<file path="config.mk">
export PLATFORM = sky130hd
export DESIGN_NAME = seg7_scan_driver_flat
export DESIGN_NICKNAME = d
export VERILOG_FILES = /design/src/rtl/seg7_scan_driver_if.sv /design/src/rtl/seg7_scan_driver.sv /design/src/flat_wrapper.sv
export SDC_FILE = /design/constraint.sdc
export NUM_CORES = 1
export LEC_CHECK = 0
export ABC_AREA = 1
export CORE_MARGIN = 4
export CORE_UTILIZATION = 30
export CTS_CLUSTER_SIZE = 8
export DETAILED_ROUTE_END_ITERATION = 8
export SLEW_MARGIN = 40
export SYNTH_ARGS = -nofsm -noshare
export SYNTH_HDL_FRONTEND = slang
export SYNTH_SLANG_ARGS = --single-unit
</file>
<file path="constraint.sdc">
create_clock -name clock -period 2.85 [get_ports clock]
set_clock_uncertainty 0.05 [all_clocks]
set_input_delay 0.4275 -clock clock [delete_from_list [all_inputs] [get_ports clock]]
set_output_delay 0.4275 -clock clock [all_outputs]
set_load 0.005 [all_outputs]
</file>
<file path="src/rtl/seg7_scan_driver_if.sv">
// seg7_scan_driver_if: load/data bus and display outputs of the 7-segment scan driver
interface seg7_scan_driver_if #(parameter int NUM_DIGITS = 4);
  logic                    load;
  logic [4*NUM_DIGITS-1:0] digit_val;
  logic [NUM_DIGITS-1:0]   digit_en;
  logic [NUM_DIGITS-1:0]   dp_val;
  logic [NUM_DIGITS-1:0]   blink_mask;
  logic [6:0]              seg;
  logic                    dp;
  logic [NUM_DIGITS-1:0]   an;
  logic                    frame_done;
  modport master (output load, digit_val, digit_en, dp_val, blink_mask, input seg, dp, an, frame_done);
  modport slave (input load, digit_val, digit_en, dp_val, blink_mask, output seg, dp, an, frame_done);
endinterface

</file>
<file path="src/rtl/seg7_scan_driver.sv">
// seg7_scan_driver: multiplexed active-low 7-segment display scanner with shadow registers
// Ports: clock, reset (sync, active-high); bus (slave): load, digit_val, digit_en, dp_val,
// blink_mask in; seg, dp, an (active-low, registered) and frame_done pulse out.
// Optional blinking is compiled in with macro SEG7_BLINK_EN.
module seg7_scan_driver #(
  parameter int NUM_DIGITS  = 4,
  parameter int REFRESH_DIV = 50000,
  parameter int BLINK_DIV   = 25000000
) (
  input logic clock,
  input logic reset,
  seg7_scan_driver_if.slave bus
);
  localparam int IW = NUM_DIGITS > 1 ? $clog2(NUM_DIGITS) : 1;
  localparam int SW = $clog2(REFRESH_DIV);
  // abcdefg glyphs, value 0 in the low 7 bits
  localparam logic [111:0] GLYPHS = {
    7'b0111000, 7'b0110000, 7'b1000010, 7'b0110001, 7'b1100000, 7'b0001000, 7'b0000100, 7'b0000000,
    7'b0001111, 7'b0100000, 7'b0100100, 7'b1001100, 7'b0000110, 7'b0010010, 7'b1001111, 7'b0000001};
  logic [SW-1:0]           scan_cnt;
  logic [IW-1:0]           idx;
  logic [4*NUM_DIGITS-1:0] val_s;
  logic [NUM_DIGITS-1:0]   en_s, dp_s, bm_s;
  logic                    blink_phase, visible, slot_end, last;
  logic [3:0]              cur;
  assign slot_end = scan_cnt == SW'(REFRESH_DIV - 1);
  assign last     = idx == IW'(NUM_DIGITS - 1);
  assign cur      = val_s[{idx, 2'b00} +: 4];
`ifdef SEG7_BLINK_EN
  localparam int BW = $clog2(BLINK_DIV);
  logic [BW-1:0] blink_cnt;
  always_ff @(posedge clock)
    if (reset) begin
      blink_cnt   <= '0;
      blink_phase <= 1'b1;
    end else begin
      blink_cnt   <= blink_cnt == BW'(BLINK_DIV - 1) ? '0 : blink_cnt + 1'b1;
      blink_phase <= blink_phase ^ (blink_cnt == BW'(BLINK_DIV - 1));
    end
`else
  assign blink_phase = 1'b1;
`endif
  // with blink_phase stuck at 1 the mask term drops out
  assign visible = en_s[idx] & (blink_phase | ~bm_s[idx]);
  always_ff @(posedge clock)
    if (reset) begin
      scan_cnt       <= '0;
      idx            <= '0;
      val_s          <= '0;
      en_s           <= '0;
      dp_s           <= '0;
      bm_s           <= '0;
      bus.seg        <= '1;
      bus.dp         <= 1'b1;
      bus.an         <= '1;
      bus.frame_done <= 1'b0;
    end else begin
      scan_cnt <= slot_end ? '0 : scan_cnt + 1'b1;
      if (slot_end) idx <= last ? '0 : idx + 1'b1;
      if (bus.load) begin
        val_s <= bus.digit_val;
        en_s  <= bus.digit_en;
        dp_s  <= bus.dp_val;
        bm_s  <= bus.blink_mask;
      end
      bus.an         <= visible ? ~(NUM_DIGITS'(1) << idx) : '1;
      bus.seg        <= visible ? GLYPHS[7*cur +: 7] : '1;
      bus.dp         <= ~(visible & dp_s[idx]);
      bus.frame_done <= slot_end & last;
    end
endmodule

</file>
<file path="src/flat_wrapper.sv">
// flat-port wrapper written by rule: the top's interface ports become plain ports
module seg7_scan_driver_flat 
#(
  parameter int NUM_DIGITS  = 4,
  parameter int REFRESH_DIV = 50000,
  parameter int BLINK_DIV   = 25000000
)
  (clock, reset, bus_load, bus_digit_val, bus_digit_en, bus_dp_val, bus_blink_mask, bus_seg, bus_dp, bus_an, bus_frame_done);
  seg7_scan_driver_if #(.NUM_DIGITS(NUM_DIGITS)) bus_i ();
  input logic clock;
  input logic reset;
  input wire logic [$bits(bus_i.load)-1:0] bus_load;
  input wire logic [$bits(bus_i.digit_val)-1:0] bus_digit_val;
  input wire logic [$bits(bus_i.digit_en)-1:0] bus_digit_en;
  input wire logic [$bits(bus_i.dp_val)-1:0] bus_dp_val;
  input wire logic [$bits(bus_i.blink_mask)-1:0] bus_blink_mask;
  output wire logic [$bits(bus_i.seg)-1:0] bus_seg;
  output wire logic [$bits(bus_i.dp)-1:0] bus_dp;
  output wire logic [$bits(bus_i.an)-1:0] bus_an;
  output wire logic [$bits(bus_i.frame_done)-1:0] bus_frame_done;
  assign bus_i.load = bus_load;
  assign bus_i.digit_val = bus_digit_val;
  assign bus_i.digit_en = bus_digit_en;
  assign bus_i.dp_val = bus_dp_val;
  assign bus_i.blink_mask = bus_blink_mask;
  assign bus_seg = bus_i.seg;
  assign bus_dp = bus_i.dp;
  assign bus_an = bus_i.an;
  assign bus_frame_done = bus_i.frame_done;
  seg7_scan_driver #(.NUM_DIGITS(NUM_DIGITS), .REFRESH_DIV(REFRESH_DIV), .BLINK_DIV(BLINK_DIV)) u_core (.clock(clock), .reset(reset), .bus(bus_i));
endmodule
</file>
-- After elaboration in Yosys (flattened, before gate mapping)
Cells that the tools add are included.
- output and inout bits: 13
- logic and storage cells: 30
- input bits: 31
- register bits: 55
- equal/unequal tests: 2
- shift-type cells: 3
- order comparisons: 1
- reduce and logical (&&, ||, !) cells: 2
- multiply operators: 1
- muxes and demuxes: 5
- bitwise gates (word level): 5
- add/sub/neg operators: 2
- operator list (cell ; number):
    indexed part select 112 x 8 -> 7 bit (first input constant) ; 1
    adder 16 x 1 -> 16 bit (second input constant) ; 1
    == test 16 bit (second input constant) ; 1
    indexed part select 16 x 5 -> 4 bit ; 1
    multiplier 3 x 4 -> 7 bit (first input constant) ; 1
    binary-select mux 1 bit (select 2 bit) ; 2
    NOT 4 bit ; 1
    OR reduction 2 bit ; 2
    << shifter 1 x 2 -> 4 bit (first input constant) ; 1
    less-than comparator 2 x 3 -> 1 bit (second input constant) ; 1
    adder 2 x 1 -> 2 bit (second input constant) ; 1
    AND 1 bit ; 2
    == test 2 bit (second input constant) ; 1
    2-to-1 mux 1 bit ; 2
    2-to-1 mux 2 bit ; 1
    NOT 1 bit ; 2

-- Logic depth before layout (Yosys ltp)
Gate-level depths: netlist (run 1).
- depth in word-level cells: 4
- depth in mapped cells: 12
- gate-level depth less buffers: 10

-- Worst setup path before layout (run 1)
Ideal clock, no wire load.
- path kind: register to register
- start point: register u_core.idx[0]
- end point: register u_core.bus.seg[1]
- path buffers: 2
- data required time: 2.671 ns
- period minus slack after synthesis: 1.621 ns
- setup time: 0.129 ns
- setup slack: 1.229 ns
- data arrival time: 1.442 ns
- stages on the path, launching flop included: 13
- cell sequence: dfxtp_1 -> buf_4 -> inv_2 -> buf_6 -> nand2_1 -> nand3_1 -> nand2_1 -> inv_1 -> ha_1 -> nand3_1 -> nand2_1 -> nand2_1 -> nand3_1
- word-level cells in the longest chain between the ends: 4
- elaborated cells between the ends (all ways): 7
- classes of those cells: mul: 1; shift: 2; mux: 2; bitwise: 1; reduce/logical: 1
- RTL lines (element ; RTL line ; RTL):
    from (decl) ; seg7_scan_driver.sv:21 ; logic [IW-1:0] idx;
    from (signal assigned) ; seg7_scan_driver.sv:59 ; if (slot_end) idx <= last ? '0 : idx + 1'b1;
    parallel branches: the longest is 4 deep, another holds multiplier 3 x 4 -> 7 bit ; -- ;
    to (signal assigned) ; seg7_scan_driver.sv:67 ; bus.seg <= visible ? GLYPHS[7*cur +: 7] : '1;
    to (decl) ; seg7_scan_driver_if.sv:13 ; modport slave (input load, digit_val, digit_en, dp_val, blink_mask, output seg, dp, an, frame_done);
Parallel ways; which one is timed is not known. The select of a mux whose other input is x is not followed.
A chain may end at the register's enable or synchronous reset.

-- Worst setup path after layout (run 1)
- start point: register u_core.idx[1]
- end point: register u_core.bus.seg[1]
Same word-level chain as after synthesis.

==> results of run 1 <==
==> cells by family (layout without fill, tap and decap cells) <==
family,Yosys count,after routing,share of synthesized area
simple gates,206,206,0.3518
flops,55,55,0.4207
xor+xnor,4,4,0.01339
buf+inv,40,78,0.06740
compound gates,44,44,0.09417
fa+ha+maj,11,11,0.05258
==> layout make-up <==
| class | count | area share |
|---|---|---|
| timing repair buffer | 42 | 0.1289 |
| multi-input combinational | 265 | 0.4184 |
| sequential | 55 | 0.3438 |
| clock inverter | 2 | 0.01172 |
| inverter | 29 | 0.03477 |
| tap | 105 | 0.04102 |
| clock buffer | 5 | 0.02148 |
==> metal layers <==
layer  track usage  vias to the layer above  part of all wire
met5             0                        -                 0
met4       0.03067                        0             0.012
met3       0.02410                        5             0.046
met2        0.1821                       45              0.42
met1        0.1606                     1025              0.52
li1              -                     1223                 -
==> per-stage QoR <==
stage,instance area [um2],util
floorplan,2618,-
global placement,3097,0.3713
detailed placement,3097,0.3713
CTS,3203,0.3840
global route,3203,0.3840
finish,3203,0.3840
==> state kept, by name (all words and copies together) (netlist names) <==
signal / cells
u_core.bus.dp: 1
u_core.scan_cnt: 16
u_core.en_s: 4
u_core.val_s: 16
u_core.bus.an: 4
u_core.idx: 2
u_core.dp_s: 4
u_core.bus.seg: 7
u_core.bus.frame_done: 1
==> synthesized netlist by cell type (all sizes together) <==
| cell type | count |
|---|---|
| and2 | 1 |
| nand4 | 5 |
| o21bai | 1 |
| nor3b | 1 |
| ha | 11 |
| nor3 | 2 |
| o21ai | 29 |
| clkinv | 2 |
| inv | 27 |
| a31oi | 1 |
| xnor2 | 1 |
| clkbuf | 6 |
| or2 | 2 |
| nand3 | 37 |
| buf | 5 |
| dfxtp | 55 |
| nand2 | 79 |
| xor2 | 3 |
| nor2 | 79 |
| a21oi | 13 |
==> power groups by stage <==
stage	registers (mW)	logic [mW]	clock network [mW]
final	0.815	0.165	0.509
after detailed placement	0.833	0.166	0
after global placement	0.832	0.162	0
after global routing	0.819	0.190	0.550
after floorplan	0.831	0.0948	0
after CTS	0.815	0.166	0.529
==> worst paths after layout <==
kind / from / endpoint / slack [ps] / cells past startpoint
min: u_core.scan_cnt[0] / u_core.scan_cnt[0] / 400 / 1
min reg2reg: u_core.scan_cnt[0] / u_core.scan_cnt[0] / 400 / 1
max reg2reg: u_core.idx[1] / u_core.bus.seg[1] / 970 / 9
max: u_core.idx[1] / u_core.bus.seg[1] / 970 / 9
==> impl_results.html, run 1 <==
<table>
<tr><th>Metric</th><th>Value</th></tr>
<tr><th colspan="2">Run status</th></tr>
<tr><td>Result of the run</td><td>complete, no violations</td></tr>
<tr><th colspan="2">Final layout</th></tr>
<tr><td>Multi-input combinational cell area</td><td>between 0.001 and 0.0015 mm2</td></tr>
<tr><td>Syn-to-layout area delta</td><td>22.37%</td></tr>
<tr><td>Number of standard cells in the final layout excluding fillers</td><td>503</td></tr>
<tr><td>Filler Cells Inserted</td><td>roughly 890</td></tr>
<tr><td>Number of antenna repair diodes</td><td>0</td></tr>
<tr><td>Flip-flop and latch area</td><td>between 0.001 and 0.0015 mm2</td></tr>
<tr><td>Leading cell type in the layout, fill and taps excluded</td><td>nor2_1</td></tr>
<tr><td>Share of post-route cells with drive strength above 1</td><td>0.09296</td></tr>
<tr><td>Most used cells in the layout excluding fill and tap cells</td><td>nor2_1 (75), nand2_1 (69), dfxtp_1 (55)</td></tr>
<tr><td>Final net count</td><td>between 400 and 500</td></tr>
<tr><th colspan="2">Floorplan</th></tr>
<tr><td>Number of top-level pins</td><td>44</td></tr>
<tr><td>Starting density of the core</td><td>0.3138</td></tr>
<tr><td>Chip height</td><td>between 100 and 150 um</td></tr>
<tr><td>Site row count</td><td>33</td></tr>
<tr><td>Die Width</td><td>a little over 100 um</td></tr>
<tr><td>Area enclosed by the die boundary</td><td>0.01028 mm2</td></tr>
<tr><td>Core area</td><td>0.008341 mm2</td></tr>
<tr><th colspan="2">Setup path</th></tr>
<tr><td>Capturing element type of the critical path</td><td>flop</td></tr>
<tr><td>Maximum cell stage delay along the critical path</td><td>approximately 680 ps</td></tr>
<tr><td>Master of the slowest instance on the critical path</td><td>dfxtp_1</td></tr>
<tr><td>CP Data Required Time</td><td>~3100 ps</td></tr>
<tr><td>Crit Path Max Fanout</td><td>11</td></tr>
<tr><td>Number of buffers and inverters on the critical path</td><td>2</td></tr>
<tr><td>Worst path top cell family by delay</td><td>flip-flops</td></tr>
<tr><td>Arrival time worst endpoint</td><td>around 2100 ps</td></tr>
<tr><td>Type of element launching the critical path</td><td>flop</td></tr>
<tr><td>Crit path cell chain</td><td>inv_4 -&gt; nand3_1 -&gt; nand2_1 -&gt; inv_1 -&gt; ha_1 -&gt; nand3_1 -&gt; nand2_1 -&gt; nand2_1 -&gt; nand3_1</td></tr>
<tr><td>Setup CP Type</td><td>reg2reg</td></tr>
<tr><th colspan="2">Flow run</th></tr>
<tr><td>Max Cap Viol</td><td>0</td></tr>
<tr><th colspan="2">Detailed routing</th></tr>
<tr><td>Number of remaining DRC errors</td><td>0</td></tr>
<tr><td>Number of optimization iterations in the first detailed-route pass</td><td>4</td></tr>
<tr><td>DR vias/cell</td><td>4.569</td></tr>
<tr><td>DRT antenna net count</td><td>0</td></tr>
<tr><td>Avg WL per Cell</td><td>~11 um</td></tr>
<tr><td>Number of design-rule violations left by the first detailed-router iteration</td><td>99</td></tr>
<tr><td>Detailed-route wire length</td><td>around 5.6 mm</td></tr>
<tr><td>Vias after detailed routing</td><td>about 2300</td></tr>
<tr><th colspan="2">Pwr</th></tr>
<tr><td>Cell leakage power</td><td>about 1.3 nW</td></tr>
<tr><td>Power density of the placed cells</td><td>roughly 470 mW/mm2</td></tr>
<tr><td>Power share of the clock group</td><td>0.342</td></tr>
<tr><td>Combinational fraction of design power</td><td>0.111</td></tr>
<tr><td>Worst supply voltage drop on vdd</td><td>approximately 0.16 mV</td></tr>
<tr><td>Post-layout total power</td><td>roughly 1.5 mW</td></tr>
<tr><td>Total internal power</td><td>1.138 mW</td></tr>
<tr><td>Sequential group share of total power</td><td>0.547</td></tr>
<tr><td>Switching share of power</td><td>0.2363</td></tr>
<tr><td>Switching pwr</td><td>around 0.35 mW</td></tr>
<tr><th colspan="2">Synthesis</th></tr>
<tr><td>Area contributors post-synth</td><td>dfxtp_1 (42%), nor2_1 (11%), nand2_1 (9.9%)</td></tr>
<tr><td>Number of warnings printed during yosys synthesis</td><td>0</td></tr>
<tr><td>Top cell type's share of synthesized area</td><td>0.4207</td></tr>
<tr><td>Proportion of synthesized chip area in sequential cells</td><td>0.4207</td></tr>
<tr><td>Post-Syn Instances</td><td>360</td></tr>
<tr><td>Cell taking the most area after synthesis</td><td>dfxtp_1</td></tr>
<tr><td>Number of different library cells in the post-synthesis netlist</td><td>34</td></tr>
<tr><td>Mapped Avg Cell Area</td><td>around 7.3 um2</td></tr>
<tr><td>Post-synthesis net count</td><td>~400</td></tr>
<tr><td>Synth Register Bits</td><td>55</td></tr>
<tr><td>Cell Area, Synth</td><td>0.002618 mm2</td></tr>
<tr><th colspan="2">Clocking</th></tr>
<tr><td>CTS Sinks</td><td>between 50 and 60</td></tr>
<tr><td>Clock buffer depth</td><td>2</td></tr>
<tr><td>Hold bufs inserted after CTS</td><td>0</td></tr>
<tr><td>Cell at the root of the clock tree</td><td>clkbuf_8</td></tr>
<tr><td>Num CTS Buffers</td><td>5</td></tr>
<tr><td>Post-CTS Resized</td><td>0</td></tr>
<tr><td>H-tree levels</td><td>2</td></tr>
<tr><td>Clock insertion delay at the later pin of the skew report</td><td>~300 ps</td></tr>
<tr><td>Post-CTS Setup Inserts</td><td>0</td></tr>
<tr><td>CTS clock-pin slew for the worst setup and hold paths</td><td>100 ps</td></tr>
<tr><td>TritonCTS clock tree</td><td>built</td></tr>
<tr><th colspan="2">Timing</th></tr>
<tr><td>Transition time of the tightest slew-check pin</td><td>between 500 and 600 ps</td></tr>
<tr><td>Remaining max-slew budget at the tightest pin</td><td>0.6303</td></tr>
<tr><td>Total count of max-transition violations in the final report</td><td>0</td></tr>
<tr><td>Worst Slack Setup Final</td><td>974.5 ps</td></tr>
<tr><td>Final setup TNS</td><td>0 ps</td></tr>
<tr><td>Minimum hold slack</td><td>403.5 ps</td></tr>
<tr><td>Final Critical Period</td><td>between 1500 and 2000 ps</td></tr>
<tr><td>Endpoints failing hold</td><td>0</td></tr>
<tr><td>Final Cycle Share</td><td>0.6581</td></tr>
<tr><td>Maximum frequency from static timing analysis</td><td>0.5332 GHz</td></tr>
<tr><td>Setup-failing EPs final</td><td>0</td></tr>
<tr><td>Setup repair after global routing missed its margin</td><td>no</td></tr>
<tr><th colspan="2">Global route</th></tr>
<tr><td>Initial antenna violation count</td><td>0</td></tr>
<tr><td>Via count of the first global-routing pass</td><td>2210</td></tr>
<tr><td>Overall Global Routing Usage</td><td>0.1155</td></tr>
<tr><td>Largest net degree at the start of global routing</td><td>29</td></tr>
<tr><td>Gr ovfl total</td><td>0</td></tr>
<tr><td>Wire length of the first global-routing pass</td><td>just under 10 mm</td></tr>
<tr><th colspan="2">Place</th></tr>
<tr><td>Final RePlAce weighted congestion</td><td>0.8828</td></tr>
<tr><td>Number of port buffers</td><td>39</td></tr>
<tr><td>Pre-CTS setup slack</td><td>roughly 870 ps</td></tr>
<tr><td>Cell Count Post-Placement</td><td>496</td></tr>
<tr><td>Post-DP HPWL</td><td>4.028 mm</td></tr>
<tr><th colspan="2">Hold path</th></tr>
<tr><td>Worst hold-check path type</td><td>reg2reg</td></tr>
</table>
Note: power is estimated with default switching activity, not from simulation.
==> run 2, diff against run 1 <==
==> constraint.sdc (replaced) <==
create_clock -name clock -period 1.96 [get_ports clock]
set_clock_uncertainty 0.05 [all_clocks]
set_input_delay 0.294 -clock clock [delete_from_list [all_inputs] [get_ports clock]]
set_output_delay 0.294 -clock clock [all_outputs]
set_load 0.005 [all_outputs]
==> impl_results.html, run 2 (synthesis results as in run 1) <==
<table>
<tr><th>Metric</th><th>Value</th></tr>
<tr><th colspan="2">Global route</th></tr>
<tr><td>Gr ovfl total</td><td>0</td></tr>
<tr><td>Initial antenna violation count</td><td>0</td></tr>
<tr><td>Overall Global Routing Usage</td><td>0.1088</td></tr>
<tr><td>Wire length of the first global-routing pass</td><td>9.114 mm</td></tr>
<tr><td>Via count of the first global-routing pass</td><td>2038</td></tr>
<tr><td>Largest net degree at the start of global routing</td><td>29</td></tr>
<tr><th colspan="2">Setup path</th></tr>
<tr><td>CP Data Required Time</td><td>2100 ps</td></tr>
<tr><td>Crit Path Max Fanout</td><td>9</td></tr>
<tr><td>Type of element launching the critical path</td><td>flop</td></tr>
<tr><td>Capturing element type of the critical path</td><td>flop</td></tr>
<tr><td>Arrival time worst endpoint</td><td>1820 ps</td></tr>
<tr><td>Setup CP Type</td><td>reg2reg</td></tr>
<tr><th colspan="2">Timing</th></tr>
<tr><td>Setup-failing EPs final</td><td>0</td></tr>
<tr><td>Maximum frequency from static timing analysis</td><td>a little under 0.6 GHz</td></tr>
<tr><td>Endpoints failing hold</td><td>0</td></tr>
<tr><td>Final Critical Period</td><td>roughly 1700 ps</td></tr>
<tr><td>Final setup TNS</td><td>0 ps</td></tr>
<tr><td>Minimum hold slack</td><td>roughly 400 ps</td></tr>
<tr><td>Setup repair after global routing missed its margin</td><td>no</td></tr>
<tr><td>Final Cycle Share</td><td>0.8589</td></tr>
<tr><td>Worst Slack Setup Final</td><td>between 200 and 300 ps</td></tr>
<tr><td>Remaining max-slew budget at the tightest pin</td><td>0.7297</td></tr>
<tr><td>Total count of max-transition violations in the final report</td><td>0</td></tr>
<tr><td>Transition time of the tightest slew-check pin</td><td>404.9 ps</td></tr>
<tr><th colspan="2">Clocking</th></tr>
<tr><td>Num CTS Buffers</td><td>5</td></tr>
<tr><td>CTS clock-pin slew for the worst setup and hold paths</td><td>about 100 ps</td></tr>
<tr><td>Clock buffer depth</td><td>2</td></tr>
<tr><td>H-tree levels</td><td>2</td></tr>
<tr><td>TritonCTS clock tree</td><td>built</td></tr>
<tr><td>CTS Sinks</td><td>between 50 and 60</td></tr>
<tr><td>Clock insertion delay at the later pin of the skew report</td><td>approximately 300 ps</td></tr>
<tr><td>Cell at the root of the clock tree</td><td>clkbuf_8</td></tr>
<tr><th colspan="2">Detailed routing</th></tr>
<tr><td>Number of design-rule violations left by the first detailed-router iteration</td><td>just under 80</td></tr>
<tr><td>Avg WL per Cell</td><td>between 10 and 15 um</td></tr>
<tr><td>DRT antenna net count</td><td>0</td></tr>
<tr><td>Vias after detailed routing</td><td>roughly 2200</td></tr>
<tr><td>DR vias/cell</td><td>around 4.4</td></tr>
<tr><td>Detailed-route wire length</td><td>~5.4 mm</td></tr>
<tr><td>Number of optimization iterations in the first detailed-route pass</td><td>4</td></tr>
<tr><td>Number of remaining DRC errors</td><td>0</td></tr>
<tr><th colspan="2">Final layout</th></tr>
<tr><td>Biggest registers after layout</td><td>u_core.scan_cnt x16, u_core.val_s x16, u_core.bus.seg x7</td></tr>
<tr><td>Leading cell type in the layout, fill and taps excluded</td><td>nor2_1</td></tr>
<tr><td>Share of post-route cells with drive strength above 1</td><td>0.1022</td></tr>
<tr><td>Number of antenna repair diodes</td><td>0</td></tr>
<tr><td>Final net count</td><td>about 440</td></tr>
<tr><td>Most used cells in the layout excluding fill and tap cells</td><td>nor2_1 (75), nand2_1 (69), dfxtp_1 (54)</td></tr>
<tr><td>Syn-to-layout area delta</td><td>23.28%</td></tr>
<tr><td>Design Area, Final</td><td>0.003227 mm2</td></tr>
<tr><th colspan="2">Floorplan</th></tr>
<tr><td>Starting density of the core</td><td>0.3138</td></tr>
<tr><td>Area enclosed by the die boundary</td><td>0.01028 mm2</td></tr>
<tr><td>Core area</td><td>about 0.0083 mm2</td></tr>
<tr><td>Number of top-level pins</td><td>between 40 and 50</td></tr>
<tr><td>Die Width</td><td>101.4 um</td></tr>
<tr><td>Chip height</td><td>between 100 and 150 um</td></tr>
<tr><td>Site row count</td><td>33</td></tr>
<tr><th colspan="2">Place</th></tr>
<tr><td>Number of port buffers</td><td>39</td></tr>
<tr><td>Final RePlAce weighted congestion</td><td>0.8285</td></tr>
<tr><td>Total cell area at the placement stage</td><td>just over 0.003 mm2</td></tr>
<tr><td>Post-DP HPWL</td><td>3.981 mm</td></tr>
<tr><td>Pre-CTS setup slack</td><td>212.7 ps</td></tr>
<tr><th colspan="2">Run status</th></tr>
<tr><td>Result of the run</td><td>complete, no violations</td></tr>
<tr><th colspan="2">Flow run</th></tr>
<tr><td>Max Cap Viol</td><td>0</td></tr>
<tr><th colspan="2">Pwr</th></tr>
<tr><td>Worst supply voltage drop on vdd</td><td>between 0.2 and 0.3 mV</td></tr>
<tr><td>Power density of the placed cells</td><td>667.3 mW/mm2</td></tr>
<tr><td>Post-layout total power</td><td>between 2 and 2.5 mW</td></tr>
<tr><td>Cell leakage power</td><td>about 1.3 nW</td></tr>
<tr><th colspan="2">Hold path</th></tr>
<tr><td>Worst hold-check path type</td><td>reg2reg</td></tr>
</table>
-- run 2: cell types whose count changed in the layout (fill, tap and decap cells not counted) --
cell | before | now
buf_4 | 3 | 6
dfxtp_1 | 55 | 54
dfxtp_2 | 0 | 1
-- run 2: per-stage QoR --
stage	utilization	std cells
final	0.3869	506
after global routing	0.3869	506
after floorplan	-	360
after global placement	0.3740	499
after detailed placement	0.3740	499
after CTS	0.3867	506
-- run 2: what timing repair did --
item                                    4_1_cts  5_1_grt
endpoints found under the setup margin        0        1
hold buffers                                  0        0
gates resized for setup                       0        1
buffers inserted                              0        0
-- run 2: worst paths after layout --
kind	slack (ps)	to	startpoint	cells past startpoint
max reg2reg	280	u_core.bus.seg[1]	u_core.idx[1]	9
max	280	u_core.bus.seg[1]	u_core.idx[1]	9
min	400	u_core.scan_cnt[0]	u_core.scan_cnt[0]	1
min reg2reg	400	u_core.scan_cnt[0]	u_core.scan_cnt[0]	1
-- run 2: area by class of cell --
| type | instances | area (um2) |
|---|---|---|
| clock inverter | 2 | 37.54 |
| timing repair buffer | 45 | 435.4 |
| multi-input combinational | 265 | 1340 |
| clock buffer | 5 | 68.82 |
| inverter | 29 | 111.4 |
| sequential | 55 | 1102 |
| fill | 866 | 5114 |
| tap | 105 | 131.4 |
-- run 2: worst max-delay path: stages, from the launching register on --
cell and delay, ps:
dfxtp_1 400, inv_4 150, nand3_1 90, nand2_1 210
inv_1 130, ha_1 220, nand3_1 120, nand2_1 70
nand2_1 60, nand3_1 60
-- run 2: layer usage --
metal  global-route usage  part of all wire  up-vias
met2               0.1675              0.40       45
met3              0.02617             0.058        5
met1               0.1513              0.53      975
met5                    0                 0        -
li1                     -                 -     1224
met4              0.03170             0.012        0
-- run 2: report_power, final --
part	internal [mW]	switching, mW
clock	0.374	0.353
sequential	1.16	0.0208
combinational	0.116	0.125
total	1.65	0.499
